**src/rtl/fft_sched_pkg.sv**
```systemverilog
// Shared types and constants for the FFT request scheduler.
package fft_sched_pkg;

  localparam int PT_W    = 10;
  localparam int FREQ_W  = 16;
  localparam int N_PTS   = 4;
  localparam int FRAME_W = PT_W * N_PTS;
  localparam int RES_W   = FREQ_W * N_PTS;

  typedef enum logic [2:0] {
    IDLE    = 3'd0,
    LAUNCH  = 3'd1,
    ARM     = 3'd2,
    WAIT    = 3'd3,
    SETTLE  = 3'd4,
    CAPTURE = 3'd5,
    RESP    = 3'd6
  } state_t;

  // One requester frame as it sits on req_pts: pt0 in the low bits.
  typedef struct packed {
    logic signed [PT_W-1:0] pt3;
    logic signed [PT_W-1:0] pt2;
    logic signed [PT_W-1:0] pt1;
    logic signed [PT_W-1:0] pt0;
  } frame_t;

  // One core result as presented on res_freq: freq0 in the low bits.
  typedef struct packed {
    logic signed [FREQ_W-1:0] freq3;
    logic signed [FREQ_W-1:0] freq2;
    logic signed [FREQ_W-1:0] freq1;
    logic signed [FREQ_W-1:0] freq0;
  } result_t;

endpackage

```
**src/rtl/fft_req_scheduler_arbiter.sv**
```systemverilog
// Round-robin arbiter: picks the first set request at or after ptr,
// wrapping from N-1 back to 0. Purely combinational.
module rr_arbiter #(
  parameter int N  = 4,
  parameter int IW = 2
) (
  input  logic [N-1:0]  req,
  input  logic [IW-1:0] ptr,
  output logic [N-1:0]  grant,
  output logic [IW-1:0] grant_idx,
  output logic          grant_any
);

  // Scan requesters in rotated order starting from ptr; first hit wins.
  always_comb begin
    int   k;
    logic hit;
    k         = 0;
    hit       = 1'b0;
    grant     = {N{1'b0}};
    grant_idx = {IW{1'b0}};
    grant_any = 1'b0;
    for (int i = 0; i < N; i++) begin
      k         = int'(ptr) + i;
      k         = (k >= N) ? (k - N) : k;
      hit       = req[k] & ~grant_any;
      grant[k]  = hit;
      grant_idx = hit ? IW'(k) : grant_idx;
      grant_any = grant_any | hit;
    end
  end

endmodule

```
**src/rtl/fft_req_scheduler.sv**
```systemverilog
// Shares one 4-point FFT core between NUM_REQ sample sources. Jobs are
// granted round-robin, run one at a time through the core, and the result
// is returned on a valid/ready channel tagged with the requester id.
module fft_req_scheduler
  import fft_sched_pkg::*;
#(
  parameter int NUM_REQ     = 4,
  parameter int TIMEOUT_CYC = 16
) (
  input  logic                         clk_in,
  input  logic                         reset,
  input  logic [NUM_REQ-1:0]           req,
  input  logic [NUM_REQ*FRAME_W-1:0]   req_pts,
  output logic [NUM_REQ-1:0]           gnt,
  output logic                         core_new_t,
  output logic [PT_W-1:0]              core_pt0,
  output logic [PT_W-1:0]              core_pt1,
  output logic [PT_W-1:0]              core_pt2,
  output logic [PT_W-1:0]              core_pt3,
  input  logic                         core_done,
  input  logic [FREQ_W-1:0]            core_freq0,
  input  logic [FREQ_W-1:0]            core_freq1,
  input  logic [FREQ_W-1:0]            core_freq2,
  input  logic [FREQ_W-1:0]            core_freq3,
  output logic                         res_valid,
  input  logic                         res_ready,
  output logic [$clog2(NUM_REQ)-1:0]   res_id,
  output logic [RES_W-1:0]             res_freq,
  output logic                         busy,
  output logic                         timeout_err
);

  localparam int ID_W  = $clog2(NUM_REQ);
  localparam int CNT_W = $clog2(TIMEOUT_CYC + 1);
  // The counter value on which one more ARM/WAIT cycle reaches TIMEOUT_CYC.
  localparam logic [CNT_W-1:0] CNT_LAST = CNT_W'(TIMEOUT_CYC - 1);

  state_t              state_r;
  logic [ID_W-1:0]     rr_ptr_r;
  logic [CNT_W-1:0]    cnt_r;

  logic [NUM_REQ-1:0]  arb_gnt_s;
  logic [ID_W-1:0]     arb_idx_s;
  logic                arb_any_s;
  frame_t              win_frame_s;
  result_t             core_res_s;

  // Successor of a requester id, wrapping at NUM_REQ-1.
  function automatic logic [ID_W-1:0] next_id(input logic [ID_W-1:0] id);
    if (id == ID_W'(NUM_REQ - 1)) begin
      return {ID_W{1'b0}};
    end else begin
      return id + ID_W'(1);
    end
  endfunction

  rr_arbiter #(
    .N  (NUM_REQ),
    .IW (ID_W)
  ) u_arb (
    .req       (req),
    .ptr       (rr_ptr_r),
    .grant     (arb_gnt_s),
    .grant_idx (arb_idx_s),
    .grant_any (arb_any_s)
  );

  assign win_frame_s = frame_t'(req_pts[int'(arb_idx_s)*FRAME_W +: FRAME_W]);
  assign core_res_s  = '{freq3: core_freq3, freq2: core_freq2,
                         freq1: core_freq1, freq0: core_freq0};

  // Job sequencer: arbitration, core handshake, timeout and result hand-off.
  always_ff @(posedge clk_in or posedge reset) begin
    if (reset) begin
      state_r     <= IDLE;
      rr_ptr_r    <= {ID_W{1'b0}};
      cnt_r       <= {CNT_W{1'b0}};
      gnt         <= {NUM_REQ{1'b0}};
      core_new_t  <= 1'b0;
      core_pt0    <= {PT_W{1'b0}};
      core_pt1    <= {PT_W{1'b0}};
      core_pt2    <= {PT_W{1'b0}};
      core_pt3    <= {PT_W{1'b0}};
      res_valid   <= 1'b0;
      res_id      <= {ID_W{1'b0}};
      res_freq    <= {RES_W{1'b0}};
      busy        <= 1'b0;
      timeout_err <= 1'b0;
    end else begin
      // Pulse outputs fall back to 0 unless a branch below raises them.
      gnt         <= {NUM_REQ{1'b0}};
      core_new_t  <= 1'b0;
      timeout_err <= 1'b0;
      case (state_r)
        IDLE: begin
          if (arb_any_s) begin
            gnt        <= arb_gnt_s;
            core_pt0   <= win_frame_s.pt0;
            core_pt1   <= win_frame_s.pt1;
            core_pt2   <= win_frame_s.pt2;
            core_pt3   <= win_frame_s.pt3;
            res_id     <= arb_idx_s;
            // Raised here so the start strobe is visible while in LAUNCH.
            core_new_t <= 1'b1;
            cnt_r      <= {CNT_W{1'b0}};
            busy       <= 1'b1;
            state_r    <= LAUNCH;
          end else begin
            busy <= 1'b0;
          end
        end
        LAUNCH: begin
          cnt_r   <= {CNT_W{1'b0}};
          state_r <= ARM;
        end
        ARM, WAIT: begin
          if (cnt_r == CNT_LAST) begin
            // Core never acknowledged or never finished: drop the job.
            timeout_err <= 1'b1;
            rr_ptr_r    <= next_id(res_id);
            busy        <= 1'b0;
            state_r     <= IDLE;
          end else begin
            cnt_r <= cnt_r + CNT_W'(1);
            if ((state_r == ARM) && !core_done) begin
              state_r <= WAIT;
            end else if ((state_r == WAIT) && core_done) begin
              state_r <= SETTLE;
            end else begin
              state_r <= state_r;
            end
          end
        end
        SETTLE: begin
          state_r <= CAPTURE;
        end
        CAPTURE: begin
          res_freq  <= core_res_s;
          res_valid <= 1'b1;
          state_r   <= RESP;
        end
        RESP: begin
          if (res_valid && res_ready) begin
            res_valid <= 1'b0;
            rr_ptr_r  <= next_id(res_id);
            busy      <= 1'b0;
            state_r   <= IDLE;
          end else begin
            state_r <= RESP;
          end
        end
        default: begin
          busy    <= 1'b0;
          state_r <= IDLE;
        end
      endcase
    end
  end

endmodule

```
**config.mk**
```make
export PLATFORM = sky130hd
export DESIGN_NAME = fft_req_scheduler
export DESIGN_NICKNAME = d
export VERILOG_FILES = /design/src/rtl/fft_sched_pkg.sv /design/src/rtl/fft_req_scheduler_arbiter.sv /design/src/rtl/fft_req_scheduler.sv
export SDC_FILE = /design/constraint.sdc
export NUM_CORES = 1
export LEC_CHECK = 0
export ABC_AREA = 0
export BUFFER_PORTS_ARGS = -buffer_cell sky130_fd_sc_hd__buf_2
export CAP_MARGIN = 20
export CELL_PAD_IN_SITES_DETAIL_PLACEMENT = 1
export CELL_PAD_IN_SITES_GLOBAL_PLACEMENT = 2
export CORE_MARGIN = 2
export CORE_UTILIZATION = 24
export CTS_CLUSTER_SIZE = 28
export DETAILED_ROUTE_END_ITERATION = 10
export PLACE_DENSITY = 0.79
export RECOVER_POWER = 25
export SYNTH_ARGS = -nofsm -noshare
export SYNTH_HDL_FRONTEND = slang
export SYNTH_SLANG_ARGS = --single-unit
```
**constraint.sdc**
```tcl
create_clock -name clk_in -period 3.35 [get_ports clk_in]
set_clock_uncertainty 0.2 [all_clocks]
set_input_delay 0.1675 -clock clk_in [delete_from_list [all_inputs] [get_ports clk_in]]
set_output_delay 0.1675 -clock clk_in [all_outputs]
set_load 0.02 [all_outputs]
```
==> results.sh <==
export IMPL_outcome="finished, violations left"
export IMPL_violations="capacitance limit, slew limit"
export IMPL_yosys_area_top_type="dfrtp_1"
export IMPL_synth_top_area_share_pct=45.3
export IMPL_port_buffers=345
export IMPL_crit_type="reg2reg"
export IMPL_coreArea_mm2=0.0279
export IMPL_drive_gt1_share_pct=40.3
export IMPL_setup_violations=0
export IMPL_fillerInstances=3243
export IMPL_tightest_slew_ns=1.84
export IMPL_crit_arrival_ns=3.23
export IMPL_vias=7737
export IMPL_grt_pass1_vias=8676
export IMPL_first_pass_iters=4
export IMPL_antenna_found_initial=4
export IMPL_slew_headroom_pct=-22.6
export IMPL_clock_sinks=124
export IMPL_grt_setup_unrepaired="false"
export IMPL_crit_fanout=12
export IMPL_wire_per_inst_um=19.8
export IMPL_power_leakage_nw=5.45
export IMPL_area_growth_pct=72.6
export IMPL_synth_common_cells="124 x dfrtp_1, 84 x nand2_1, 74 x mux2_2"
export IMPL_cts_buffer_depth=2
export IMPL_p_per_area_mw_per_mm2=880
export IMPL_crit_path_start_kind="flop"
export IMPL_clk_latency_ns=0.43
export IMPL_post_synth_top_count_cell="dfrtp_1"
export IMPL_timing_fmax_ghz=0.322
export IMPL_synth_area_per_cell_um2=10.3
export IMPL_maxCapViolations=2
export IMPL_synth_distinct_cells=49
export IMPL_seqCellArea_mm2=0.00310
export IMPL_ys_seq_area_share_pct=45.3
export IMPL_via_per_inst=4.81
export IMPL_irDropWorstVdd_mv=0.278
export IMPL_synthesis_nets=903
export IMPL_ys_warnings_count=0
export IMPL_fp_dieArea_mm2=0.0299
export IMPL_clkTransAtPathRegs_ns=0.07
export IMPL_num_nets_final=1455
export IMPL_multi_input_area_mm2=0.00350
export IMPL_hpwl_mm=19.8
export IMPL_grt_max_degree=63
export IMPL_finalMaxSlewViolations=94
export IMPL_synth_area_mm2=0.00685
export IMPL_yosys_top_cells_area="dfrtp_1 45%, mux2_2 12%, nand2_1 4.6%, a22oi_1 3.4%, mux2_1 3.1%"
export IMPL_root_buffer="clkbuf_16"
export IMPL_drt_total_wl_mm=31.8
export IMPL_ys_ff_latch=124
export IMPL_period_minus_slack_ns=3.11
export IMPL_synth_async_reset_ratio_pct=100
export IMPL_die_w_um=173
export IMPL_cts_tree="done"
export IMPL_ant_nets=0
export IMPL_ys_flop_type="dfrtp_1"
export IMPL_cts_buffers=17
export IMPL_hold_buffers=215
export IMPL_htree_levels=4
export IMPL_cts_resized=0
export IMPL_rows=61
export IMPL_setup_tns_ns=0
export IMPL_drc=0
export IMPL_track_usage_pct=21.2
export IMPL_synth_edf_count=0
export IMPL_synthCells=664
export IMPL_grt_ovfl_total=0
export IMPL_final_cell_area_mm2=0.0118
export IMPL_die_y_um=173
export IMPL_post_cts_buffers=0
export IMPL_initial_core_util_pct=24.5
export IMPL_dr_first_iter_drc_count=299
export IMPL_cp_end_kind="flop"
export IMPL_min_period_over_period_pct=92.8
export IMPL_ioPinCount=346
export IMPL_gp_congestion=0.763
export IMPL_hp_class="in2reg"
export IMPL_grt_pass1_wl_mm=49.4
export IMPL_placed_cell_area_mm2=0.00911
export IMPL_required_ns=3.47
export IMPL_hold_violations=0
-- registers in the layout, summed over array words and instances, names as in the netlist --
register and cells:
res_freq 64, core_pt0 10, core_pt1 10, core_pt2 10
core_pt3 10, cnt_r 5, gnt 4, state_r 3
res_id 2, rr_ptr_r 2, busy 1, core_new_t 1
res_valid 1, timeout_err 1
-- kinds of logic after synthesis --
group,count (synthesis),share of synthesized area (%)
adder cells (fa/ha/maj),7,1.28
XOR/XNOR,2,0.256
multiplexers,113,19.1
flip-flops,124,45.3
AO/OA/AOI/OAI,184,18.6
buffers and inverters,66,4.18
AND/OR/NAND/NOR,168,11.2
-- final cells by class --
type	instances	area share [%]
Clock buffer	18	3.72
Antenna cell	3	0.0635
Multi-Input combinational cell	474	29.6
Sequential cell	124	26.3
Timing Repair Buffer	588	34.7
Clock inverter	14	1.25
Tap cell	378	4.00
Inverter	11	0.360
-- path summary, 6_finish.rpt --
| check | startpoint | to | slack (ns) | cells after the start |
|---|---|---|---|---|
| worst max-delay path | rr_ptr_r[0] | core_pt0[7] | 0.24 | 9 |
| worst min-delay path | req_pts[66] | core_pt2[6] | 0.01 | 4 |
| worst max register to register | rr_ptr_r[0] | core_pt0[7] | 0.24 | 9 |
| worst min register to register | busy | busy | 0.27 | 2 |
| max in group asynchronous | reset | rr_ptr_r[0] | 0.63 | 4 |
| min in group asynchronous | reset | res_valid | 0.09 | 3 |
-- worst max-delay path, stage by stage, from the launching register on --
cell	delay [ns]
dfrtp_2	0.36
inv_1	0.09
ha_1	0.47
mux4_2	0.55
nand2b_1	0.19
nand2_2	0.16
a21o_1	0.38
buf_4	0.29
nand2_1	0.10
a31oi_1	0.22
-- through the flow --
step / instances / util (%) / power (mW) / worst slack, ns / hold WS, ns
6_report: 1610 / 42.3 / 10.4 / 0.240 / 0.0118
5_1_grt: 1609 / 42.3 / 11.1 / 0.0561 / 0.0407
4_1_cts: 1607 / 42.4 / 10.4 / 0.278 / 0.000701
3_5_place_dp: 1360 / 32.6 / 8.25 / 0.304 / -0.0416
3_3_place_gp: 1360 / 32.6 / 8.11 / 0.388 / -0.0386
2_1_floorplan: 664 / - / 6.27 / 0.0175 / 0.0594
-- power breakdown --
group / switching, mW / leakage, nW / internal (mW)
logic: 3.51 / 3.71 / 2.34
registers: 0.428 / 1.46 / 2.24
clock network: 0.816 / 0.281 / 1.07
total: 4.75 / 5.45 / 5.65
-- routing by layer --
metal	global-route usage [%]	share of wire, %	up-vias
met4	8.55	3.0	2
met5	0	0.031	-
met2	37.6	50	349
met1	23.8	40	3776
met3	6.02	6.5	60
li1	-	-	3550
-- cells in the final DEF (no fill, tap or decap), types with 15 or more instances in the layout --
cell	synthesis	layout
a21oi_1	40	39
dfrtp_1	124	123
dlygate4sd3_1	0	215
o2bb2ai_1	22	22
nor2_1	26	25
buf_2	25	345
clkbuf_16	0	17
nand2_1	84	83
o21ai_0	15	15
a22oi_1	31	31
mux2_1	19	19
mux2_2	74	74
buf_4	0	23
a31oi_1	24	24
nor2b_1	26	26
Note: power is estimated with default switching activity, not from simulation.
